`config.mk`:
```
export PLATFORM = sky130hd
export DESIGN_NAME = fifo_sync_lvl
export DESIGN_NICKNAME = d
export VERILOG_FILES = /design/src/rtl/fifo_sync_lvl.sv
export SDC_FILE = /design/constraint.sdc
export NUM_CORES = 1
export LEC_CHECK = 0
export CORE_ASPECT_RATIO = 0.8
export CORE_UTILIZATION = 55
export DETAILED_ROUTE_END_ITERATION = 8
export PLACE_DENSITY = 0.75
export SYNTH_ARGS = -nofsm -noshare
export SYNTH_HDL_FRONTEND = slang
export SYNTH_SLANG_ARGS = --single-unit
```
`constraint.sdc`:
```
create_clock -name clk -period 2.99 [get_ports clk]
set_clock_uncertainty 0.15 [all_clocks]
set_input_delay 0.4485 -clock clk [delete_from_list [all_inputs] [get_ports clk]]
set_output_delay 0.4485 -clock clk [all_outputs]
set_load 0.02 [all_outputs]
```
`src/rtl/fifo_sync_lvl.sv`:
```
// fifo_sync_lvl: single-clock FIFO with level or rising-edge strobes, occupancy
// count, programmable almost-full/almost-empty flags, sticky overflow/underflow
// flags and a synchronous flush that leaves memory contents untouched.
// Optional first-word fall-through read port: define FIFO_SYNC_LVL_FWFT_EN.
module fifo_sync_lvl #(
    parameter int unsigned DATA_WIDTH    = 8,
    parameter int unsigned FIFO_DEPTH    = 32,
    parameter int unsigned ADDR_WIDTH    = $clog2(FIFO_DEPTH),
    parameter int unsigned AFULL_THRESH  = FIFO_DEPTH - 2,
    parameter int unsigned AEMPTY_THRESH = 2,
    parameter int unsigned EDGE_MODE     = 0
) (
    input  logic                  clk,
    input  logic                  rst_n,
    input  logic                  clr,
    input  logic                  wr_en,
    input  logic [DATA_WIDTH-1:0] din,
    output logic                  full,
    output logic                  almost_full,
    input  logic                  rd_en,
    output logic [DATA_WIDTH-1:0] dout,
    output logic                  dout_valid,
    output logic                  empty,
    output logic                  almost_empty,
    output logic [ADDR_WIDTH:0]   count,
    output logic                  overflow,
    output logic                  underflow
);

    localparam int unsigned CNT_WIDTH = ADDR_WIDTH + 1;
    localparam logic [ADDR_WIDTH-1:0] LAST_PTR   = ADDR_WIDTH'(FIFO_DEPTH - 1);
    localparam logic [ADDR_WIDTH-1:0] PTR_ONE    = ADDR_WIDTH'(1);
    localparam logic [CNT_WIDTH-1:0]  CNT_ONE    = CNT_WIDTH'(1);
    localparam logic [CNT_WIDTH-1:0]  DEPTH_CNT  = CNT_WIDTH'(FIFO_DEPTH);
    localparam logic [CNT_WIDTH-1:0]  AFULL_CNT  = CNT_WIDTH'(AFULL_THRESH);
    localparam logic [CNT_WIDTH-1:0]  AEMPTY_CNT = CNT_WIDTH'(AEMPTY_THRESH);

    logic [DATA_WIDTH-1:0] mem [FIFO_DEPTH];

    logic                  we;
    logic                  re;
    logic                  wr_ok;
    logic                  rd_ok;
    logic [ADDR_WIDTH-1:0] wptr;
    logic [ADDR_WIDTH-1:0] rptr;
    logic [ADDR_WIDTH-1:0] wptr_nxt;
    logic [ADDR_WIDTH-1:0] rptr_nxt;
    logic [CNT_WIDTH-1:0]  count_nxt;
    logic                  overflow_nxt;
    logic                  underflow_nxt;

    generate
        if (EDGE_MODE != 0) begin : g_edge
            logic wr_dly;
            logic rd_dly;

            // Delay taps for rising-edge detection; reset to 0 so a strobe held across reset release counts once.
            always_ff @(posedge clk or negedge rst_n) begin
                if (!rst_n) begin
                    wr_dly <= 1'b0;
                    rd_dly <= 1'b0;
                end else begin
                    wr_dly <= wr_en;
                    rd_dly <= rd_en;
                end
            end

            assign we = wr_en & ~wr_dly;
            assign re = rd_en & ~rd_dly;
        end else begin : g_level
            assign we = wr_en;
            assign re = rd_en;
        end
    endgenerate

    // Status flags decoded from the registered occupancy.
    assign full         = (count == DEPTH_CNT);
    assign empty        = (count == '0);
    assign almost_full  = (count >= AFULL_CNT);
    assign almost_empty = (count <= AEMPTY_CNT);

    // Next pointers, occupancy and error flags; flush overrides any strobe.
    always_comb begin
        wr_ok         = 1'b0;
        rd_ok         = 1'b0;
        wptr_nxt      = wptr;
        rptr_nxt      = rptr;
        count_nxt     = count;
        overflow_nxt  = overflow;
        underflow_nxt = underflow;
        if (clr) begin
            wptr_nxt      = '0;
            rptr_nxt      = '0;
            count_nxt     = '0;
            overflow_nxt  = 1'b0;
            underflow_nxt = 1'b0;
        end else begin
            wr_ok = we & ~full;
            rd_ok = re & ~empty;
            if (we && full) begin
                overflow_nxt = 1'b1;
            end
            if (re && empty) begin
                underflow_nxt = 1'b1;
            end
            if (wr_ok) begin
                wptr_nxt = (wptr == LAST_PTR) ? '0 : wptr + PTR_ONE;
            end
            if (rd_ok) begin
                rptr_nxt = (rptr == LAST_PTR) ? '0 : rptr + PTR_ONE;
            end
            case ({wr_ok, rd_ok})
                2'b10:   count_nxt = count + CNT_ONE;
                2'b01:   count_nxt = count - CNT_ONE;
                default: count_nxt = count;
            endcase
        end
    end

    // Control state registers.
    always_ff @(posedge clk or negedge rst_n) begin
        if (!rst_n) begin
            wptr      <= '0;
            rptr      <= '0;
            count     <= '0;
            overflow  <= 1'b0;
            underflow <= 1'b0;
        end else begin
            wptr      <= wptr_nxt;
            rptr      <= rptr_nxt;
            count     <= count_nxt;
            overflow  <= overflow_nxt;
            underflow <= underflow_nxt;
        end
    end

    // Storage array; not reset, data is invalidated through the pointers.
    always_ff @(posedge clk) begin
        if (wr_ok) begin
            mem[wptr] <= din;
        end
    end

`ifdef FIFO_SYNC_LVL_FWFT_EN
    // Head word presented directly; forced to zero while nothing is queued.
    assign dout       = empty ? '0 : mem[rptr];
    assign dout_valid = ~empty;
`else
    // Registered read port: word appears one clock after the accepted read.
    always_ff @(posedge clk or negedge rst_n) begin
        if (!rst_n) begin
            dout       <= '0;
            dout_valid <= 1'b0;
        end else begin
            dout_valid <= rd_ok;
            if (rd_ok) begin
                dout <= mem[rptr];
            end
        end
    end
`endif

endmodule
```
==> impl_metrics.py, run 1 <==
metrics = {
    "logic_synthesis": {
        "ys_types": 48,
        "ys.warnings.count": 0,
        "ys_top_cells_by_area": "edfxtp_1 (67%), mux4_2 (13%), dfrtp_1 (5.9%)",
        "instance_count_of_the_mapped_netlist": 606,
        "syn-mean-instance-area_um2": 19.01,
        "number_of_enable_type_register_cells_in_the_synthesized_netlist": 256,
        "synthSimpleGateAreaFrac": 0.04856,
        "synth_fp_nets": 629,
        "synth_top_flop_cell": "edfxtp_1",
        "main_combinational_cell_family_by_area_after_synthesis": "multiplexers",
        "synth.top_cell.area_share": 0.6674,
        "combined_area_of_all_synthesized_cells_um2": 11520,
        "synth_xor_xnor_area_share": 0.003910,
        "seq_total_area_yosys": 0.7260,
        "synth_top_area_cell": "edfxtp_1",
        "synth_fa_ha_area_frac": 0.01086,
        "yosys_register_bits": 283,
        "share_of_flip_flops_with_an_asynchronous_set_or_reset": 0.09541,
        "synthMuxAreaShare": 0.1714,
        "share_of_the_synthesized_area_in_compound_gates_ao_oa_aoi_oai": 0.02411,
    },
    "global_route": {
        "antenna_found_initial": 0,
        "grt.overflow.total": 0,
        "grtUsageTotal": 0.2280,
        "grt_pass1_wl_um": 35930,
        "grt_start_max_net_pins": 33,
        "vias_in_the_first_global_route": 6008,
    },
    "floorplanning": {
        "num_rows": 46,
        "num_io_pins": 34,
        "core_region_area_um2": 20140,
        "floorplan.initialDensity": 0.5718,
        "dieHeight_um": 131.4,
        "die_w_um": 163.8,
        "die-area_um2": 21530,
    },
    "timing": {
        "final.setup.tns_ps": 0,
        "timing_worst_slew_pin_value_ps": 790.1,
        "drv_slew": 0,
        "timing.final.crit_share": 0.9460,
        "hold_slack_ps": 151.3,
        "slew-limit-headroom": 0.4733,
        "minimum_clock_period_ps": 2828,
        "unrepaired_setup_endpoints_after_global_routing": "no",
        "hold_viol_final": 0,
        "number_of_endpoints_failing_setup_at_the_final_stage": 0,
        "maxClockFrequency_mhz": 353.5,
    },
    "layout": {
        "fill_cells": 1337,
        "multiInputGateArea_um2": 2987,
        "finish.instance_area_um2": 13270,
        "num_antenna_cells": 0,
        "post_route_cells_drive_above_1_share": 0.2430,
        "seqCellArea_um2": 8371,
        "syn_to_final_growth_pct": 15.18,
        "fin_cells": 976,
        "postLayoutCoreUtil": 0.6586,
        "finish.net_count": 716,
    },
    "critical_path": {
        "endpoint_kind": "flip-flop",
        "crit_top_cell": "or2_2",
        "crit_path_start_kind": "flip-flop",
        "worst_path_largest_cell_delay_ps": 590,
        "path_max_fanout": 6,
        "crit_path_top_delay_cell": "or4_4",
        "cell_depth_of_the_worst_flop_to_flop_path": 9,
        "critical_path_arrival_ps": 3080,
        "path_delay_family": "simple AND/OR/NAND/NOR gates",
        "worstPathCellList": "or4_4 -> o21a_2 -> and2_1 -> xor2_1 -> ha_1 -> or2_2 -> a31oi_1 -> or2_2 -> o211ai_2",
        "critical_path.n_buffers_inverters": 0,
        "critical_path_depth": 9,
        "timing_worst_setup_path_type": "flip-flop to flip-flop",
        "crit_required_ps": 3240,
    },
    "drt": {
        "avgRoutedWirePerCell_um": 23.83,
        "ant_nets": 0,
        "avgViaCountPerCell": 6.124,
        "detailedRoute.firstIterationViolations": 626,
        "met3_wl_um": 1803,
        "totalWireLength_um": 23260,
        "routed_wire_length_on_met2_um": 10550,
        "drt_pre_antenna_iters": 5,
        "highest_layer": "met4",
        "m1WireLength_um": 10400,
        "vias": 5977,
        "drc_errors": 0,
    },
    "placement": {
        "dp_cells": 928,
        "gpl.final_weighted_congestion": 0.8102,
        "placement.cell_area_um2": 12490,
        "dpl.hpwl_um": 14630,
        "buffer_ports.inserted": 33,
    },
    "cts": {
        "clock-sinks": 283,
        "cts_buffer_depth": 3,
        "worst_skew_pair.late_latency_ps": 540,
        "cts.reportedPaths.clkPinSlew_ps": 60,
        "clk_root_buffer_cell": "clkbuf_16",
        "cts_made_buffers": 27,
        "cts.htree.levels": 1,
        "tritoncts_clock_tree": "yes",
    },
    "power_and_ir_drop": {
        "total_leakage_power_nw": 4.295,
        "worst_ir_drop_vdd_mv": 0.6108,
        "cellPowerDensity_nw_per_um2": 752.4,
    },
    "status": {
        "result_of_the_run": "finished, final reports clean",
    },
    "worst_hold_path": {
        "worst_hold_path_type": "input port to async pin",
    },
    "job": {
        "number_of_maximum_capacitance_violations": 0,
    },
}
## path summary, 6_finish.rpt
check                          from       end  slack [ps]
max                        count[3]  count[4]         160
min                           rst_n   wptr[1]         150
max reg2reg                count[3]  count[4]         160
min reg2reg                overflow  overflow         350
max in group asynchronous     rst_n   rptr[0]        2220
min in group clk           overflow  overflow         350
## synth_stat cells (2+ instances only)
cell / instances
and3_1: 2
nor3b_1: 4
nor2_1: 62
mux4_2: 67
dfrtp_1: 27
ha_1: 10
a21oi_1: 20
inv_1: 3
o21ai_0: 8
buf_2: 19
clkbuf_1: 10
or4_1: 2
nand2_1: 15
buf_4: 2
xor2_1: 2
nor3_1: 8
mux2i_1: 45
and2_1: 2
or2_2: 2
o2111ai_1: 2
nand3b_1: 5
a31oi_1: 3
edfxtp_1: 256
nand3_1: 6
## logic make-up (layout without fill, tap and decap cells)
logic type               count (synthesis)  in the layout
AO/OA/AOI/OAI                           44             44
AND/OR/NAND/NOR                        117            117
XOR/XNOR                                 3              3
multiplexers                           113            113
adder cells (fa/ha/maj)                 10             10
flip-flops                             283            283
buffers and inverters                   36            142
## cells in the final DEF (no fill, tap or decap), types with 8 or more instances in the layout
master           Yosys  final
dfrtp_1             27     23
mux4_2              67     67
edfxtp_1           256    256
a21oi_1             20     20
mux2i_1             45     45
clkdlybuf4s50_1      0     30
buf_4                2     56
clkbuf_16            0     27
nor3_1               8      8
o21ai_0              8      8
ha_1                10     10
nand2_1             15     15
nor2_1              62     62
clkinv_1             0     10
## power by group
part           switching, mW  total [mW]  internal (mW)
registers              0.182        4.63           4.45
clock network           1.37        3.02           1.65
logic                   1.20        2.33           1.13
## layout make-up
class,instances,share of cell area
inverters,3,0.0008488
clock buffers,33,0.05263
multi-input cells,287,0.2251
repair buffers,91,0.06017
well taps,264,0.02490
clock inverters,15,0.005376
flip-flops and latches,283,0.6310
## timing repair
item | in CTS | in global routing
setup endpoints to repair | 0 | 3
gates resized for setup | 0 | 3
hold buffers | 0 | 0
setup buffers | 0 | 0
## flip-flops by register name, indices dropped and copies added (netlist names)
name / count
count: 6
dout: 8
dout_valid: 1
mem: 256
overflow: 1
rptr: 5
underflow: 1
wptr: 5
## stage by stage
step | total power, mW | setup WS [ps]
global placement | 7.006 | 215.7
floorplan | 6.219 | 11.74
finish | 9.981 | 161.5
CTS | 10.05 | 37.72
global route | 10.38 | 56.20
detailed placement | 7.058 | 185.2
## layer usage
metal	vias to the layer above	global-route usage
met5	-	0
met4	0	0.05556
met3	39	0.04388
met2	261	0.3239
met1	3071	0.3665
li1	2606	-
(Power assumes the default switching activity.)
==> inputs of run 2 (changes only) <==
CORE_MARGIN = 2   (was default)
==> run 2 against run 1 <==
- core utilization down 1.2 points
- critical path depth unchanged
- critical path type unchanged
- combinational power about the same
- maximum frequency down 1.3%
- largest power group unchanged
==> impl_metrics.py, run 2 (synthesis gave the netlist of run 1 again) <==
metrics = {
    "timing": {
        "maxClockFrequency_mhz": 348.9,
        "final.setup.tns_ps": 0,
        "unrepaired_setup_endpoints_after_global_routing": "no",
        "number_of_endpoints_failing_setup_at_the_final_stage": 0,
        "minimum_clock_period_ps": 2866,
        "timing.final.crit_share": 0.9586,
        "slew-limit-headroom": 0.2451,
        "hold_viol_final": 0,
        "timing_worst_slew_pin_value_ps": 1128,
        "drv_slew": 0,
    },
    "cts": {
        "cts_made_buffers": 27,
        "hold_fix_buffers_at_cts": 0,
        "worst_skew_pair.late_latency_ps": 540,
        "clk_root_buffer_cell": "clkbuf_16",
        "clock-sinks": 283,
        "cts_buffer_depth": 3,
        "cts.reportedPaths.clkPinSlew_ps": 60,
        "tritoncts_clock_tree": "yes",
        "post_cts.repair.setup_buffers": 0,
        "cts.htree.levels": 1,
    },
    "critical_path": {
        "critical_path_launch_point": "count[2]",
        "crit_required_ps": 3240,
        "timing_worst_setup_path_type": "flip-flop to flip-flop",
        "critical_path_arrival_ps": 3120,
        "path_max_fanout": 11,
        "crit_path_start_kind": "flip-flop",
        "endpoint_kind": "flip-flop",
        "r2r_start": "count[2]",
    },
    "job": {
        "number_of_maximum_capacitance_violations": 0,
    },
    "layout": {
        "layout.cells.most_common": "edfxtp_1",
        "postLayoutCoreUtil": 0.6461,
        "post_route_cells_drive_above_1_share": 0.2483,
        "biggestRegsByFlops": "mem (256), dout (8), count (6)",
        "layout_common_cells": "edfxtp_1 (256), mux4_2 (67), nor2_1 (62)",
        "regMostFlops": "mem",
        "finish.net_count": 719,
        "largest_register_ff_count": 256,
        "num_antenna_cells": 0,
        "syn_to_final_growth_pct": 15.78,
        "fin_cells": 986,
    },
    "floorplanning": {
        "dieHeight_um": 133.4,
        "die_w_um": 165.8,
        "num_io_pins": 34,
        "num_rows": 47,
        "floorplan.initialDensity": 0.5580,
        "die-area_um2": 22120,
        "core_region_area_um2": 20640,
    },
    "global_route": {
        "grt_start_max_net_pins": 33,
        "vias_in_the_first_global_route": 6154,
        "antenna_found_initial": 0,
        "grt.overflow.total": 0,
        "grt_pass1_wl_um": 37190,
        "grtUsageTotal": 0.2239,
    },
    "placement": {
        "buffer_ports.inserted": 33,
        "dp_cells": 936,
        "dpl.hpwl_um": 15040,
        "gpl.final_weighted_congestion": 0.8748,
    },
    "power_and_ir_drop": {
        "cellPowerDensity_nw_per_um2": 761.8,
        "total_leakage_power_nw": 4.325,
        "netSwitchingPower_mw": 2.800,
        "sequentialPowerShare": 0.459,
        "worst_ir_drop_vdd_mv": 0.6051,
        "clkPwrFrac": 0.310,
        "power.share.switching": 0.2756,
        "p_comb_frac": 0.231,
        "power_report.internal_total_mw": 7.360,
        "totalPowerFinal_mw": 10.16,
    },
    "drt": {
        "avgViaCountPerCell": 6.120,
        "avgRoutedWirePerCell_um": 24.23,
        "detailedRoute.firstIterationViolations": 800,
        "drc_errors": 0,
        "ant_nets": 0,
        "vias": 6034,
        "drt_pre_antenna_iters": 5,
        "totalWireLength_um": 23890,
    },
    "status": {
        "result_of_the_run": "finished, final reports clean",
    },
    "worst_hold_path": {
        "worst_hold_path_type": "input port to async pin",
    },
}
run 2: cell types whose count changed in the layout (fill, tap and decap cells not counted):
cell / delta
buf_12: +1
clkbuf_1: +5
clkinv_1: -5
dlymetal6s2s_1: -1
clkinv_2: +2
buf_4: +2
clkinvlp_4: -1
dlygate4sd2_1: +1
bufinv_16: +1
run 2: worst paths after layout:
kind / cells after the start / slack (ps) / end
max: 9 / 120 / count[4]
min: 2 / 150 / underflow
max reg2reg: 9 / 120 / count[4]
min reg2reg: 2 / 360 / overflow
max in group asynchronous: 2 / 2230 / rptr[0]
min in group clk: 2 / 360 / overflow
run 2: worst max-delay path: stages (launching register included):
cell	delay (ps)
dfrtp_2	480
or4_4	570
o21a_2	220
and2_1	190
xor2_1	150
ha_1	220
or2_2	300
a31oi_1	200
or2_2	150
o211ai_2	90
run 2: power by group through the flow:
| stage | sequential, mW | combinational (mW) | clock, mW |
|---|---|---|---|
| after detailed placement | 4.75 | 2.36 | 0 |
| after global routing | 4.69 | 2.52 | 3.34 |
| after global placement | 4.74 | 2.33 | 0 |
| after CTS | 4.67 | 2.37 | 3.20 |
| final | 4.67 | 2.35 | 3.15 |
| after floorplan | 4.73 | 1.49 | 0 |
run 2: metrics by stage:
stage	hold WS [ps]	instance area, µm²	setup WS [ps]
finish	154.3	13340	123.8
global route	184.4	13340	2.673
CTS	151.9	13330	33.50
detailed placement	350.9	12530	151.8
global placement	339.5	12530	212.6
floorplan	2.909	11530	11.74
run 2: metal layers:
| layer | share of wire | global-route usage | vias up |
|---|---|---|---|
| met3 | 0.066 | 0.03565 | 33 |
| met4 | 0.018 | 0.05121 | 0 |
| met1 | 0.45 | 0.3494 | 3177 |
| li1 | - | - | 2614 |
| met2 | 0.46 | 0.3402 | 210 |
| met5 | 0 | 0 | - |
run 2: timing repair:
action | 4_1_cts | 5_1_grt
setup endpoints to repair | 1 | 2
cloned | 0 | 0
gates resized for setup | 1 | 2
pin swaps | 0 | 0
run 2: cell type report:
type / instances / area (µm²)
Clock buffer: 38 / 716.9
Timing Repair Buffer: 94 / 829.5
Sequential cell: 283 / 8371
Inverter: 3 / 11.26
Fill cell: 1350 / 7305
Multi-Input combinational cell: 287 / 2987
Clock inverter: 12 / 85.08
Tap cell: 269 / 336.6
==> edit (settings of run 1) <==
Build with the macro `FIFO_SYNC_LVL_FWFT_EN` defined.
--- a/src/rtl/fifo_sync_lvl.sv
+++ b/src/rtl/fifo_sync_lvl.sv
@@ -4,2 +4,4 @@
 // Optional first-word fall-through read port: define FIFO_SYNC_LVL_FWFT_EN.
+`define FIFO_SYNC_LVL_FWFT_EN
+
 module fifo_sync_lvl #(
Behaviour: not the same (Yosys sat finds a counterexample within 4 cycles, from zero or initial values and one cycle with rst_n low).
==> edit against run 1 <==
The flow now finishes with violations (setup timing); power grew 4.6%; sequential cell count is 9 lower; sequential power decreased by 5.8%; setup slack lost 560 ps; register-to-register slack worse by 120 ps; area after synthesis shrank 3.6%; routed wire length grew 5.2%; design area grew 0.21%; critical path type is now flop to primary output; highest routed layer unchanged.
==> edit: results (changes against run 1) <==
| Metric | Value |
|---|---|
| CP max FO | `8 (was 6)` |
| Place WS | `-253 ps (was 185 ps)` |
| First DRT Iteration DRCs | `685 (was 626)` |
| M3 GR Usage | `4.55% (was 4.39%)` |
| Number of setup violations in the final report | `8 (was 0)` |
| Relative slew slack | `40.9% (was 47.3%)` |
| CP arrival | `2790 ps (was 3080 ps)` |
| Routed length per placed instance | `25.5 um (was 23.8 um)` |
| Top Registers | `mem x256, count x6 (was mem x256, dout x8, count x6)` |
| Register Area | `8150 um2 (was 8370 um2)` |
| Sequential group power | `4.36 mW (was 4.63 mW)` |
| Slowest stage cell, crit path | `mux4_2 (was or4_4)` |
| Sw Ratio | `27.8% (was 27.6%)` |
| Syn avg cell area | `19.7 um2 (was 19.0 um2)` |
| Met2 Track Usage GR | `37.1% (was 32.4%)` |
| Multiplexer share of the synthesized area | `15.7% (was 17.1%)` |
| Number of global-route vias before repair | `5880 (was 6008)` |
| Async S/R FF share, synth | `6.57% (was 9.54%)` |
| Critical path's largest stage delay | `550 ps (was 590 ps)` |
| Finished Layout Cells | `959 (was 976)` |
| Vias per cell | `6.21 (was 6.12)` |
| Routability Congestion | `0.830 (was 0.810)` |
| Placed inst area | `12300 um2 (was 12500 um2)` |
| Nets@finish | `699 (was 716)` |
| Placed insts | `905 (was 928)` |
| Fillers | `1275 (was 1337)` |
| Setup WS post-layout | `-394 ps (was 162 ps)` |
| Most frequent cells after synthesis | `edfxtp_1 (256), mux4_2 (72), nor2_1 (49) (was edfxtp_1 (256), mux4_2 (67), nor2_1 (62))` |
| Count of cell types in the netlist | `53 (was 48)` |
| Worst setup startpoint | `rptr[0] (was count[3])` |
| Total GRT Usage | `24.5% (was 22.8%)` |
| DRT Pass-1 Iters | `6 (was 5)` |
| Met1 Use GR | `36.8% (was 36.7%)` |
| Final TNS setup | `-2940 ps (was 0 ps)` |
| Leakage | `4.35 nW (was 4.30 nW)` |
| Hpwl dp | `15500 um (was 14600 um)` |
| Area contributors post-synth | `edfxtp_1 (69%), mux4_2 (15%), dfrtp_1 (4.1%) (was edfxtp_1 (67%), mux4_2 (13%), dfrtp_1 (5.9%))` |
| Setup Buffers After CTS | `5 (was 0)` |
| Outcome | `finished, violations left (was complete, no violations)` |
| Compound-Gate Fraction of Synth Area | `3.13% (was 2.41%)` |
| PostCTS Resize Cnt | `57 (was 0)` |
| IR drop worst, VDD | `0.564 mV (was 0.611 mV)` |
| Yosys warns | `0 (unchanged)` |
| Share of cells above drive strength 1 | `34.5% (was 24.3%)` |
| Post-Syn Nets | `587 (was 629)` |
| Flop pwr share | `41.7% (was 46.4%)` |
| Post-Synth XOR/XNOR Area | `0.304% (was 0.391%)` |
| Post-Synth Adder-Cell Area | `1.13% (was 1.09%)` |
| Clk slew on worst S/H paths | `60 ps (about the same)` |
| Clock group | `3.17 mW (was 3.02 mW)` |
| Cell family with most CP delay | `multiplexers (was simple AND/OR/NAND/NOR gates)` |
| First-pass GRT wire length | `37000 um (was 35900 um)` |
| Failing checks | `setup timing` |
edit: changes by cell type after synthesis, sizes merged, moves of 5 or more:
cell	before	now
mux2i	45	1
o22ai	0	16
nor2	62	49
dfrtp	27	18
mux2	1	10
buf	23	16
mux4	67	72
nand2	15	10
edit: area by class of cell:
class	count	area share, %
Clock inverter	10	0.809
Inverter	4	0.132
Timing Repair Buffer	114	7.99
Tap cell	264	2.48
Clock buffer	37	5.36
Multi-Input combinational cell	256	22.0
Sequential cell	274	61.3
edit: final timing paths:
kind | endpoint | slack (ps) | cells after the start
setup / recovery | dout[3] | -390 | 7
hold / removal | rptr[4] | 270 | 1
setup reg to reg | count[4] | 40 | 10
hold reg to reg | underflow | 370 | 2
max in group asynchronous | rptr[0] | 1780 | 1
min in group clk | underflow | 370 | 2
edit: layer usage:
layer  vias up  routed length (um)
met1      3082               10300
li1       2545                   -
met2       278               11500
met5         -                   0
met3        50                2060
met4         0                 641
